`src/rtl/sdram_scheduler.sv`:
```
// sdram_scheduler: shares the SDRAM command bus between the read and write engines
// with round-robin grants, and owns periodic PRECHARGE-ALL + AUTO REFRESH.
// Define SDRAM_SCHED_STATS_EN to enable the refresh/grant statistics counters.
module sdram_scheduler #(
   parameter int REFRESH_INTERVAL = 780,
   parameter int T_RP             = 2,
   parameter int T_RFC            = 7,
   parameter int MAX_HOLD         = 256
) (
   input  logic        clk,
   input  logic        rst_n,
   input  logic        init_done_i,
   input  logic        rd_request_i,
   input  logic        wr_request_i,
   output logic        rd_enable_o,
   output logic        wr_enable_o,
   input  logic        rd_idle_i,
   input  logic        wr_idle_i,
   output logic        auto_refresh_o,
   input  logic [2:0]  rd_command_i,
   input  logic [11:0] rd_address_i,
   input  logic [1:0]  rd_bank_i,
   input  logic [2:0]  wr_command_i,
   input  logic [11:0] wr_address_i,
   input  logic [1:0]  wr_bank_i,
   output logic [2:0]  sd_command_o,
   output logic [11:0] sd_address_o,
   output logic [1:0]  sd_bank_o,
   output logic        refresh_late_o,
   output logic [15:0] refresh_count_o,
   output logic [15:0] rd_grant_count_o,
   output logic [15:0] wr_grant_count_o
);
   localparam logic [2:0] CMD_NOP = 3'b111;
   localparam logic [2:0] CMD_PRE = 3'b010;
   localparam logic [2:0] CMD_AR  = 3'b001;
   localparam int TW = $clog2(REFRESH_INTERVAL + 1);
   localparam int HW = $clog2(MAX_HOLD + 1);
   localparam int DW = $clog2((T_RP > T_RFC ? T_RP : T_RFC) + 1);

   typedef enum logic [2:0] {IDLE, GRANT_RD, GRANT_WR, DRAIN, REF_PRE, REF_AR, REF_WAIT} state_t;
   typedef enum logic [1:0] {SEL_NONE, SEL_RD, SEL_WR} sel_t;

   state_t        state_q, state_d;
   sel_t          sel_q, sel_d;
   logic          rd_en_q, rd_en_d, wr_en_q, wr_en_d;
   logic          ar_q, ar_d, pend_q, pend_d, late_q, late_d, last_wr_q, last_wr_d;
   logic [2:0]    cmd_q, cmd_d;
   logic [11:0]   addr_q, addr_d;
   logic [TW-1:0] tmr_q, tmr_d;
   logic [HW-1:0] hold_q, hold_d;
   logic [DW-1:0] dly_q, dly_d;
   logic          expire, pend, grant_rd, grant_wr, start_ref, own_req, oth_req;

   // refresh timer: frozen until init completes, a second expiry while still pending is late
   assign expire = init_done_i && tmr_q == '0;
   assign pend   = pend_q | expire;
   assign tmr_d  = !init_done_i ? tmr_q : expire ? TW'(REFRESH_INTERVAL) : tmr_q - 1'b1;
   assign late_d = late_q | (expire & pend_q);

   // pins follow the registered grant with no extra latency
   assign sd_command_o   = sel_q == SEL_RD ? rd_command_i : sel_q == SEL_WR ? wr_command_i : cmd_q;
   assign sd_address_o   = sel_q == SEL_RD ? rd_address_i : sel_q == SEL_WR ? wr_address_i : addr_q;
   assign sd_bank_o      = sel_q == SEL_RD ? rd_bank_i : sel_q == SEL_WR ? wr_bank_i : 2'd0;
   assign rd_enable_o    = rd_en_q;
   assign wr_enable_o    = wr_en_q;
   assign auto_refresh_o = ar_q;
   assign refresh_late_o = late_q;

   // arbitration, drain and refresh sequencing
   always_comb begin
      state_d   = state_q;
      sel_d     = sel_q;
      rd_en_d   = rd_en_q;
      wr_en_d   = wr_en_q;
      ar_d      = ar_q;
      pend_d    = pend;
      last_wr_d = last_wr_q;
      cmd_d     = CMD_NOP;
      addr_d    = '0;
      hold_d    = hold_q == HW'(MAX_HOLD - 1) ? hold_q : hold_q + 1'b1;
      dly_d     = dly_q + 1'b1;
      grant_rd  = 1'b0;
      grant_wr  = 1'b0;
      start_ref = 1'b0;
      own_req   = state_q == GRANT_RD ? rd_request_i : wr_request_i;
      oth_req   = state_q == GRANT_RD ? wr_request_i : rd_request_i;
      case (state_q)
         IDLE: if (init_done_i) begin
            start_ref = pend;
            grant_rd  = !pend && rd_request_i && (!wr_request_i || last_wr_q);
            grant_wr  = !pend && wr_request_i && !grant_rd;
         end
         GRANT_RD, GRANT_WR:
            if (pend || !own_req || (hold_q == HW'(MAX_HOLD - 1) && oth_req)) begin
               state_d = DRAIN;
               rd_en_d = 1'b0;
               wr_en_d = 1'b0;
               ar_d    = pend;
            end
         DRAIN: begin
            ar_d = ar_q | pend;
            if (sel_q == SEL_RD ? rd_idle_i : wr_idle_i) begin
               sel_d     = SEL_NONE;
               state_d   = IDLE;
               start_ref = pend;
            end
         end
         REF_PRE: if (dly_q == DW'(T_RP)) begin
            state_d = REF_AR;
            cmd_d   = CMD_AR;
            dly_d   = '0;
         end
         REF_AR: if (dly_q == DW'(T_RFC)) state_d = REF_WAIT;
         REF_WAIT: begin
            state_d = IDLE;
            ar_d    = 1'b0;
            pend_d  = expire;
         end
         default: state_d = IDLE;
      endcase
      if (start_ref) begin
         state_d = REF_PRE;
         ar_d    = 1'b1;
         cmd_d   = CMD_PRE;
         addr_d  = 12'h400;
         dly_d   = '0;
      end
      if (grant_rd || grant_wr) begin
         state_d   = grant_rd ? GRANT_RD : GRANT_WR;
         sel_d     = grant_rd ? SEL_RD : SEL_WR;
         rd_en_d   = grant_rd;
         wr_en_d   = grant_wr;
         last_wr_d = grant_wr;
         hold_d    = '0;
      end
   end

   // state and registered outputs, all cleared at once by reset
   always_ff @(posedge clk or negedge rst_n) begin
      if (!rst_n) begin
         state_q   <= IDLE;
         sel_q     <= SEL_NONE;
         rd_en_q   <= 1'b0;
         wr_en_q   <= 1'b0;
         ar_q      <= 1'b0;
         pend_q    <= 1'b0;
         late_q    <= 1'b0;
         last_wr_q <= 1'b1;
         cmd_q     <= CMD_NOP;
         addr_q    <= '0;
         tmr_q     <= TW'(REFRESH_INTERVAL);
         hold_q    <= '0;
         dly_q     <= '0;
      end else begin
         state_q   <= state_d;
         sel_q     <= sel_d;
         rd_en_q   <= rd_en_d;
         wr_en_q   <= wr_en_d;
         ar_q      <= ar_d;
         pend_q    <= pend_d;
         late_q    <= late_d;
         last_wr_q <= last_wr_d;
         cmd_q     <= cmd_d;
         addr_q    <= addr_d;
         tmr_q     <= tmr_d;
         hold_q    <= hold_d;
         dly_q     <= dly_d;
      end
   end

`ifdef SDRAM_SCHED_STATS_EN
   logic [15:0] ref_cnt_q, rd_cnt_q, wr_cnt_q;

   // wrapping statistics counters
   always_ff @(posedge clk or negedge rst_n) begin
      if (!rst_n) begin
         ref_cnt_q <= '0;
         rd_cnt_q  <= '0;
         wr_cnt_q  <= '0;
      end else begin
         ref_cnt_q <= ref_cnt_q + 16'(state_q == REF_WAIT);
         rd_cnt_q  <= rd_cnt_q + 16'(grant_rd);
         wr_cnt_q  <= wr_cnt_q + 16'(grant_wr);
      end
   end

   assign refresh_count_o  = ref_cnt_q;
   assign rd_grant_count_o = rd_cnt_q;
   assign wr_grant_count_o = wr_cnt_q;
`else
   assign refresh_count_o  = '0;
   assign rd_grant_count_o = '0;
   assign wr_grant_count_o = '0;
`endif
endmodule

```
`config.mk`:
```
export PLATFORM = sky130hd
export DESIGN_NAME = sdram_scheduler
export DESIGN_NICKNAME = d
export VERILOG_FILES = /design/src/rtl/sdram_scheduler.sv
export SDC_FILE = /design/constraint.sdc
export NUM_CORES = 1
export LEC_CHECK = 0
export BUFFER_PORTS_ARGS = -buffer_cell sky130_fd_sc_hd__buf_2
export CAP_MARGIN = 20
export CORE_UTILIZATION = 49
export DETAILED_ROUTE_END_ITERATION = 10
export PLACE_DENSITY = 0.82
export SYNTH_ARGS = -nofsm -noshare
export SYNTH_HDL_FRONTEND = slang
export SYNTH_SLANG_ARGS = --single-unit
```
`constraint.sdc`:
```
create_clock -name clk -period 2.6 [get_ports clk]
set_input_delay 0 -clock clk [delete_from_list [all_inputs] [get_ports clk]]
set_output_delay 0 -clock clk [all_outputs]
set_load 0.005 [all_outputs]
```
# Yosys cells after proc, flatten, opt, wreduce, memory -nomap -nowiden
# Index checks and enable logic that the tools add are counted.
[op_classes] n_reduce_logical=26 addsub=3 mux=46 bitwise_logic=4 eq_ne=18
[ops] op="two-way mux 3 bit" count=14
[ops] op="two-way mux 12 bit" count=2
[ops] op="two-way mux 9 bit" count=2
[ops] op="two-way mux 1 bit" count=16
[ops] op="inequality test 4 bit, second input constant" count=4
[ops] op="case mux 3 bit (5 select lines)" count=1
[ops] op="two-way mux 2 bit" count=7
[ops] op="equality test 3 bit, second input constant" count=4
[ops] op="two-way mux 11 bit" count=1
[ops] op="zero test 10 bit" count=1
[ops] op="two-way mux 10 bit" count=1
[ops] op="subtractor 10 x 1 -> 10 bit, second input constant" count=1
[ops] op="adder 9 x 1 -> 9 bit, second input constant" count=1
[ops] op="equality test 3 x 2 -> 1 bit, second input constant" count=3
[ops] op="equality test 9 x 8 -> 1 bit, second input constant" count=1
[ops] op="nonzero test 2 bit" count=4
[ops] op="logical AND 1 bit" count=6
[ops] op="inequality test 3 bit, second input constant" count=2
[ops] op="AND reduction 2 bit" count=3
[ops] op="AND reduction 5 bit" count=1
[ops] op="zero test 1 bit" count=4
[ops] op="logical OR 1 bit" count=4
[ops] op="nonzero test 4 bit" count=1
[ops] op="adder 3 x 1 -> 3 bit, second input constant" count=1
[ops] op="other kinds (10)" count=12
[word_totals] reg_bits=48 wordCells=110 output_inout_bits=69

# Depth between registers and ports, before layout
# Gate-level depths: netlist (run 1).
[logic_depth] depth_word=13 depth_mapped=9 depth_no_buf=8

# Least setup slack after synthesis (run 1)
# OpenSTA, ideal clock, no wires.
[synth_path] path_type="register to register" start="register hold_q[0]" end="register state_q[1]" path_slack_ps=559 n_path_buf=1 setup_time_ps=133 path_stages_with_launch=10 period_less_slack_ps=2041 required_ps=2467 t_arrival_ps=1908 path_cell_list="dfrtp_1 ha_1 nand3_1 nor2_1 ha_1 clkbuf_1 a21boi_0 mux2i_1 o311a_4 nand4bb_1"
[synth_via] elab_chain_len=5
[synth_lines] item="from (decl)" line="51" rtl="logic [HW-1:0] hold_q, hold_d;"
[synth_lines] item="from (signal assigned)" line="167" rtl="hold_q <= hold_d;"
[synth_lines] item="equality test 9 x 8 -> 1 bit" line="95" rtl="if (pend || !own_req || (hold_q == HW'(MAX_HOLD - 1) && oth_req)) begin"
[synth_lines] item="logical AND 1 bit" line="95"
[synth_lines] item="logical OR 1 bit" line="95"
[synth_lines] item="inequality test 4 bit (no source line)"
[synth_lines] item="AND reduction 5 bit (no source line)"
[synth_lines] item="to (signal assigned)" line="156" rtl="state_q <= state_d;"
[synth_lines] item="to (decl)" line="44" rtl="state_t state_q, state_d;"
# Every way passes these cells.
# A chain may end at the register's enable or synchronous reset.

# Worst setup path after layout (run 1)
# Same ends and word-level chain as after synthesis.

==> impl_summary.md, run 1 <==
Outcome
The run finished with clean final reports.

Clocking
The clock latency at the later pin of the worst-skew pair is 0.29 ns. After clock tree synthesis, the setup repair step added 0 buffers. The maximum clock insertion buffer count is 2. The count of instances resized after the clock tree is built is 0. The TritonCTS clock tree is yes.

The number of buffers created by CTS is 5. The library cell used as clock root buffer is sky130_fd_sc_hd__clkbuf_8. The clock net in this run drives a total of 37 sinks. The number of hold-repair buffers added at the cts stage is 1.

The clock-pin transition on the worst setup and hold timing paths is 0.07 ns. The deepest level of the CTS H-tree is 2.

Synth
Counting every instance in the synthesized netlist gives roughly 270. The async set-or-reset flop fraction in the synthesized netlist is 100%. Dividing the synthesized area by the synthesized cell count gives 9.61 um2. The biggest area contributor in the post-synthesis netlist is sky130_fd_sc_hd__dfrtp_1.

The Yosys step of the flow raised 0 warnings. The share of synthesized area occupied by flip-flops and latches is 35.7%. Ranked by total cell area, the synthesized netlist is headed by sky130_fd_sc_hd__dfrtp_1 28%, sky130_fd_sc_hd__buf_4 14%, sky130_fd_sc_hd__dfstp_2 8.0%.

The area fraction of the dominant cell type after synthesis is 27.7%. The netlist area before placement is between 2000 and 3000 um2. The synthesized design contains 0 enable-type register cells. Counting distinct cell types in the post-synthesis netlist gives 58.

The post-synthesis register bit count is 37. The predominant post-synthesis flop cell is sky130_fd_sc_hd__dfrtp_1.

Worst setup path
The worst register-to-register path ends at state_q[1]. The critical path contains buffers and inverters numbering 0 combined. The worst register-to-register path has a depth of 8. The critical path depth is 8. The data required time at the worst endpoint is 2.76 ns. STA classifies the critical path startpoint as a flop. The largest individual stage delay along the critical path comes from the cell sky130_fd_sc_hd__dfrtp_1.

The critical path starts at hold_q[0]. The startpoint identified for the worst register-to-register timing path is hold_q[0]. On the worst path, the slowest cell contributes a delay of 0.41 ns.

Across all register-to-register paths, the minimum setup slack is 0.39 ns. The destination of the critical timing path is state_q[1]. Traced cell by cell, the critical path runs through ha_1 -> nand3_1 -> nor2_1 -> ha_1 -> a21boi_0 -> mux2i_1 -> o311a_4 -> nand4bb_1. Grouping stages by cell kind, the critical path spends the most delay in compound AO/OA/AOI/OAI gates. The most used cell along the critical path is sky130_fd_sc_hd__ha_1.

The nature of the critical path endpoint is a flop. The setup path with the least slack is of type flop to flop. The largest fanout on the critical path is 10.

The arrival time of the worst setup path is approximately 2.4 ns.

Final layout
The number of standard cells in the final layout excluding fillers is 401. Relative to the synthesized area, the layout overhead comes to 9.44%. The number of inserted diodes is 0. The total of fill cells in the finished design is 448.

The post-layout utilization of the core is 55.9%. The post-route standard cell area excluding fillers is 2870 um2. In the final layout, the share of cells above drive strength 1 is 28.1%. In the final design database the tool counted 378 nets.

Placement
The count of buffers from port buffering is a little over 60. Once placement finished, the instance area stood at between 2000 and 3000 um2. The count of placed standard cells including taps is 392.

Detailed placement ended at an HPWL of 3.99 mm. The congestion estimate from routability-driven global placement came to 0.855.

Timing
The achievable frequency is approximately 0.45 GHz. Setup repair after global routing left no endpoint under its margin. The worst slew margin relative to its limit is a little under half.

For the pin with the worst max-slew slack, the measured transition is 0.793 ns. The final worst-path cycle share is a little over four fifths. The count of final hold-check violations is 0. In the final timing run, aggregate negative setup slack is 0 ns.

The final period demand of the worst path is about 2.2 ns. The number of setup violations in the final report is 0. The final max-slew violation count was 0.

The clock arrives with 0.00377 ns of skew.

Die
Pin placement for this block handled 110 I/O pins. The floorplan has 26 rows. The core region is between 5000 and 6000 um2. The starting utilization of the core area is between 50% and 60%. Measured along the x axis, the die boundary spans approximately 75 um. From bottom edge to top edge, the die measures 75.2 um. The area of the die is 5650 um2.

Min path
The worst min-delay path startpoint is wr_request_i. The class of the most critical hold timing path is primary input to flop.

Power and ir drop
VDD sags by at most between 600 and 700 uV. In this run the static leakage power is approximately 1.4 nW. The clock network fraction of total power is 13.9%. The analysis attributes to net switching a power of 0.00114 W. The power share of the sequential group is 40.5%. Net switching is 40.6% of the power.

Power spread over the standard cell area amounts to 977 nW/um2. The internal power component is roughly 0.0017 W. Of the total power, combinational logic draws approximately 46%.

Global routing
The remaining global-route overflow is 0. Entering global routing, the biggest net connects 38 pins. The total routing resource utilization after global routing is 19.2%. The global-route wire length before repair is a little over 8 mm. The via count of the first global-routing pass was 1771.

The number of antenna violations at the first check in global routing came to 0.

Route
After the first detailed-routing iteration, the DRC count stood at 48. The count of vias placed by the detailed router is between 2000 and 2500. The final layout contains routed wiring with a total length of 5.15 mm. The detailed-routing iteration count for the pre-antenna-repair pass is 4. The remaining antenna violation count is 0. After detailed routing, the number of vias per cell comes to 5.06. The residual DRC count is 0. In the final routed layout, each cell accounts on average for ~13 um.

Flow run
The number of max-cap violations is 0.
## synth_stat cells (2+ instances only)
cell type / n
sky130_fd_sc_hd__mux2i_1: 7
sky130_fd_sc_hd__a21o_1: 2
sky130_fd_sc_hd__a211oi_1: 5
sky130_fd_sc_hd__o31ai_2: 2
sky130_fd_sc_hd__buf_6: 2
sky130_fd_sc_hd__xor2_1: 9
sky130_fd_sc_hd__ha_1: 7
sky130_fd_sc_hd__nand3b_1: 2
sky130_fd_sc_hd__and4_1: 4
sky130_fd_sc_hd__nand2_1: 8
sky130_fd_sc_hd__nor2b_1: 8
sky130_fd_sc_hd__or3_1: 2
sky130_fd_sc_hd__nand3_1: 4
sky130_fd_sc_hd__xnor2_1: 4
sky130_fd_sc_hd__clkbuf_1: 8
sky130_fd_sc_hd__nand4b_1: 2
sky130_fd_sc_hd__nor3_1: 5
sky130_fd_sc_hd__inv_1: 13
sky130_fd_sc_hd__o31ai_1: 3
sky130_fd_sc_hd__nor2_1: 24
sky130_fd_sc_hd__dfstp_2: 8
sky130_fd_sc_hd__buf_4: 49
sky130_fd_sc_hd__dfrtp_1: 29
sky130_fd_sc_hd__a22o_1: 13
sky130_fd_sc_hd__o22ai_1: 3
sky130_fd_sc_hd__o311a_1: 3
sky130_fd_sc_hd__nand2b_1: 2
sky130_fd_sc_hd__nand4_1: 4
sky130_fd_sc_hd__o21ai_0: 2
sky130_fd_sc_hd__a21oi_1: 10
sky130_fd_sc_hd__a21boi_0: 2
## state kept, by name (all words and copies together), names as in the netlist
signal / cells
addr_q: 1
cmd_q: 3
refresh_late_o: 1
tmr_q: 10
last_wr_q: 1
wr_enable_o: 1
sel_q: 2
state_q: 3
rd_enable_o: 1
hold_q: 9
dly_q: 3
pend_q: 1
auto_refresh_o: 1
## worst min path at each step
stage / cells past startpoint / end
after floorplan: 0 / addr_q[10]
final: 3 / wr_enable_o
after detailed placement: 1 / tmr_q[0]
after CTS: 3 / wr_enable_o
after global placement: 1 / tmr_q[0]
after global routing: 3 / wr_enable_o
## worst register-to-register path: stages (launching register included)
cell                        delay (ns)
sky130_fd_sc_hd__dfrtp_1          0.41
sky130_fd_sc_hd__ha_1             0.24
sky130_fd_sc_hd__nand3_1          0.09
sky130_fd_sc_hd__nor2_1           0.04
sky130_fd_sc_hd__ha_1             0.29
sky130_fd_sc_hd__a21boi_0         0.31
sky130_fd_sc_hd__mux2i_1          0.15
sky130_fd_sc_hd__o311a_4          0.34
sky130_fd_sc_hd__nand4bb_1        0.19
## logic make-up (layout without fill, tap and decap cells)
family | after synthesis | count (layout) | synth area share, %
flops | 37 | 37 | 35.7
xor+xnor | 13 | 13 | 4.34
simple gates | 76 | 76 | 17.1
other cells | 1 | 48 | 0.143
fa+ha+maj | 7 | 7 | 3.34
mux | 8 | 8 | 3.10
compound gates | 58 | 58 | 18.3
buf+inv | 73 | 84 | 18.1
## layer usage
metal / routed length (um) / vias to the layer above / part of all wire, % / global-route usage [%]
met1: 2200 / 950 / 43 / 24.3
li1: - / 987 / - / -
met4: 96 / 0 / 1.9 / 7.41
met5: 0 / - / 0 / 0
met3: 336 / 7 / 6.5 / 4.02
met2: 2510 / 84 / 49 / 32.2
## placed cells by master, fill, tap and decap left out, types with 3 or more instances in the layout
cell	instances
sky130_fd_sc_hd__o22ai_1	3
sky130_fd_sc_hd__o311a_1	3
sky130_fd_sc_hd__o31ai_1	3
sky130_fd_sc_hd__nor3_1	5
sky130_fd_sc_hd__clkbuf_8	5
sky130_fd_sc_hd__ha_1	7
sky130_fd_sc_hd__mux2i_1	7
sky130_fd_sc_hd__inv_1	13
sky130_fd_sc_hd__xnor2_1	4
sky130_fd_sc_hd__nor2_1	24
sky130_fd_sc_hd__and4_1	4
sky130_fd_sc_hd__nand3_1	4
sky130_fd_sc_hd__a211oi_1	5
sky130_fd_sc_hd__a22o_1	13
sky130_fd_sc_hd__nand4_1	4
sky130_fd_sc_hd__nor2b_1	8
sky130_fd_sc_hd__nand2_1	8
sky130_fd_sc_hd__xor2_1	9
sky130_fd_sc_hd__buf_2	61
sky130_fd_sc_hd__conb_1	48
sky130_fd_sc_hd__a21oi_1	10
sky130_fd_sc_hd__dfrtp_1	29
sky130_fd_sc_hd__dfstp_2	8
## area by class of cell
class                      instances  area, um2  share of cell area [%]
tap                               70       87.6                    3.05
clock buffer                       5       68.8                    2.40
inverter                          13       48.8                    1.70
sequential                        37        936                    32.6
timing repair buffer              63        323                    11.2
multi-input combinational        210       1390                    48.4
clock inverter                     3       17.5                   0.610
## power by group through the flow
stage               Combinational [W]  Sequential [W]  Clock [W]
detailed placement            0.00129         0.00114          0
floorplan                     0.00110         0.00102          0
finish                        0.00128         0.00114   0.000390
global placement              0.00125         0.00113          0
global route                  0.00148         0.00118   0.000433
CTS                           0.00129         0.00113   0.000406
## stage by stage
stage	power, W	worst slack [ns]	hold WS (ns)
3_5_place_dp	0.00243	0.438	0.134
6_report	0.00281	0.394	0.0351
4_1_cts	0.00283	0.414	0.0204
3_3_place_gp	0.00238	0.561	0.139
5_1_grt	0.00309	0.200	0.0362
2_1_floorplan	0.00212	0.559	-0.296
Power figures use the tool's default switching activity.
==> inputs of run 2 (changes only) <==
- clock period: 2.6 -> 2.1 ns (I/O delays scaled with it)
==> impl_summary.md, run 2 (synthesis results as in run 1) <==
Timing
The setup TNS after final layout is 0 ns (unchanged). The worst clock skew on the final layout came to 0.00540 ns (was 0.00377 ns). The number of setup violations in the final report is 0 (unchanged). The final worst-path cycle share is 92.4% (was 84.8%).

The worst slew margin relative to its limit is 46.5% (was 47.2%). The count of final hold-check violations came to 0 (unchanged). The achievable frequency is 0.515 GHz (was 0.453 GHz). The slew at the pin with the worst max-slew slack is 0.803 ns (was 0.793 ns).

Unrepaired setup endpoints after global routing: no (unchanged). The worst hold margin came to 0.0261 ns (was 0.0351 ns). The final max-slew violation count is 0 (unchanged). The final period demand of the worst path came to 1.94 ns (was 2.21 ns).

Clocking
The clock latency at the later pin of the worst-skew pair is 0.29 ns (about the same). The maximum clock insertion buffer count was 2 (unchanged). The number of buffers created by CTS is 5 (unchanged). The number of sinks handled by clock tree synthesis is 37 (unchanged). The clock-pin transition on the worst setup and hold timing paths came to 0.07 ns (about the same).

The library cell used as clock root buffer is sky130_fd_sc_hd__clkbuf_8 (unchanged). The TritonCTS clock tree is yes (unchanged). The deepest level of the CTS H-tree is 2 (unchanged).

Global routing
The number of antenna violations at the first check in global routing is 0 (unchanged). The remaining global-route overflow was 0 (unchanged). The maximum number of pins on one net before global-route repair was 38 (unchanged). The total routing resource utilization after global routing is 19.3% (was 19.2%). The global-route wire length before repair is 8.13 mm (was 8.06 mm). The via count of the first global-routing pass came to 1806 (was 1771).

Worst setup path
The type of origin of the critical path is a flop (unchanged). The arrival time of the worst setup path is 2.10 ns (was 2.37 ns). The nature of the critical path endpoint is a flop (unchanged).

The critical path class is flop to flop (unchanged). The data required time at the worst endpoint came to 2.26 ns (was 2.76 ns). The largest fanout on the critical path came to 4 (was 10).

Die
The number of placed I/O pins is 110 (unchanged). The die span in y is 75.2 um (unchanged). The starting utilization of the core area came to 51.0% (unchanged). The floorplan core area is 5140 um2 (unchanged). The area of the die was 5650 um2 (unchanged). The die span in x was 75.2 um (unchanged).

The total number of placement rows is 26 (unchanged).

Final layout
The register containing the most flip-flops in the final layout is tmr_q (unchanged). The post-synthesis to final-layout area growth was 11.8% (was 9.44%). Leading registers by flop count: tmr_q (10), hold_q (9) (unchanged). The leading cell type in the layout, fill and taps excluded was sky130_fd_sc_hd__buf_2 (unchanged).

The fraction of final layout cells sized beyond drive strength 1 is 29.7% (was 28.1%). The number of flip-flops under the largest register name is 10 (unchanged). Leading cell types in the layout, fill and taps excluded: 61 x sky130_fd_sc_hd__buf_2, 48 x sky130_fd_sc_hd__conb_1, 29 x sky130_fd_sc_hd__dfrtp_1 (unchanged). The total of fill cells in the finished design was 477 (was 448). The number of nets in the layout is 384 (was 378).

Route
The average vias per placed instance is 5.04 (was 5.06). The count of vias placed by the detailed router is 2058 (was 2028). The DRC violation total after the first TritonRoute iteration came to 49 (was 48). The remaining antenna violation count is 0 (unchanged). The residual DRC count was 0 (unchanged). The detailed-routing iteration count for the pre-antenna-repair pass came to 4 (unchanged). The average wire per standard cell is 13.2 um (was 12.8 um). The wire length after detailed routing came to 5.40 mm (was 5.15 mm).

Outcome
Outcome: complete, no violations (unchanged).

Min path
The class of the most critical hold timing path is primary input to flop (unchanged).

Placement
The global placer's final weighted congestion is 0.884 (was 0.855). The half-perimeter wire length of the detailed placement result is 4.11 mm (was 3.99 mm). The count of buffers from port buffering is 61 (unchanged).

Power and ir drop
The power per cell area is 1210 nW/um2 (was 977 nW/um2). The peak supply drop is 672 uV (was 619 uV). The leakage power is 1.44 nW (was 1.40 nW).

Flow run
The number of max-cap violations is 0 (unchanged).
run 2: path summary, 6_finish.rpt:
path,start,to,slack [ns],cells past startpoint
worst max-delay path,hold_q[0],state_q[1],0.16,8
worst min-delay path,wr_request_i,wr_enable_o,0.03,3
worst max register to register,hold_q[0],state_q[1],0.16,8
worst min register to register,refresh_late_o,refresh_late_o,0.46,1
max in group asynchronous,rst_n,hold_q[8],1.25,2
min in group asynchronous,rst_n,refresh_late_o,0.33,2
run 2: repair_timing:
action / 4_1_cts / 5_1_grt
resized for setup: 0 / 5
endpoints found under the hold margin: 29 / 0
hold buffers: 1 / 0
buffers inserted: 0 / 0
endpoints found under the setup margin: 0 / 5
run 2: layer usage:
| metal | global-route usage [%] | up-vias | share of wire [%] |
|---|---|---|---|
| met4 | 5.35 | 0 | 0.74 |
| li1 | - | 1001 | - |
| met5 | 0 | - | 0 |
| met3 | 4.28 | 6 | 5.0 |
| met1 | 23.1 | 978 | 42 |
| met2 | 35.1 | 73 | 53 |
run 2: worst max-delay path, cell delays in order (launching register included):
cell                        delay, ns
sky130_fd_sc_hd__dfrtp_1         0.41
sky130_fd_sc_hd__ha_1            0.24
sky130_fd_sc_hd__nand3_1         0.09
sky130_fd_sc_hd__nor2_1          0.04
sky130_fd_sc_hd__ha_1            0.21
sky130_fd_sc_hd__a21boi_1        0.16
sky130_fd_sc_hd__mux2i_1         0.12
sky130_fd_sc_hd__o311a_4         0.34
sky130_fd_sc_hd__nand4bb_1       0.20
run 2: stage by stage:
step	total power [W]	setup slack (ns)	cells	utilization [%]	instance area, um2
after floorplan	0.00262	0.0587	320	-	2800
after global placement	0.00299	0.167	398	54.9	2820
after detailed placement	0.00306	0.0935	398	54.9	2820
after CTS	0.00356	0.0666	407	56.7	2910
after global routing	0.00387	0.0274	407	57.0	2930
final	0.00356	0.160	408	57.1	2930
run 2: area by class of cell:
| type | count | area [um2] | area share [%] |
|---|---|---|---|
| sequential | 37 | 936 | 31.9 |
| antenna | 1 | 2.50 | 0.0853 |
| inverter | 13 | 48.8 | 1.66 |
| multi-input combinational | 210 | 1410 | 48.0 |
| timing repair buffer | 69 | 368 | 12.5 |
| clock inverter | 2 | 10.0 | 0.341 |
| tap | 70 | 87.6 | 2.99 |
| clock buffer | 6 | 72.6 | 2.47 |
run 2: report_power, final:
part	leakage (nW)	switching (W)	internal (W)
registers	0.452	0.000321	0.00103
clock network	0.0450	0.000241	0.000230
logic	0.943	0.000890	0.000848
total	1.44	0.00145	0.00211
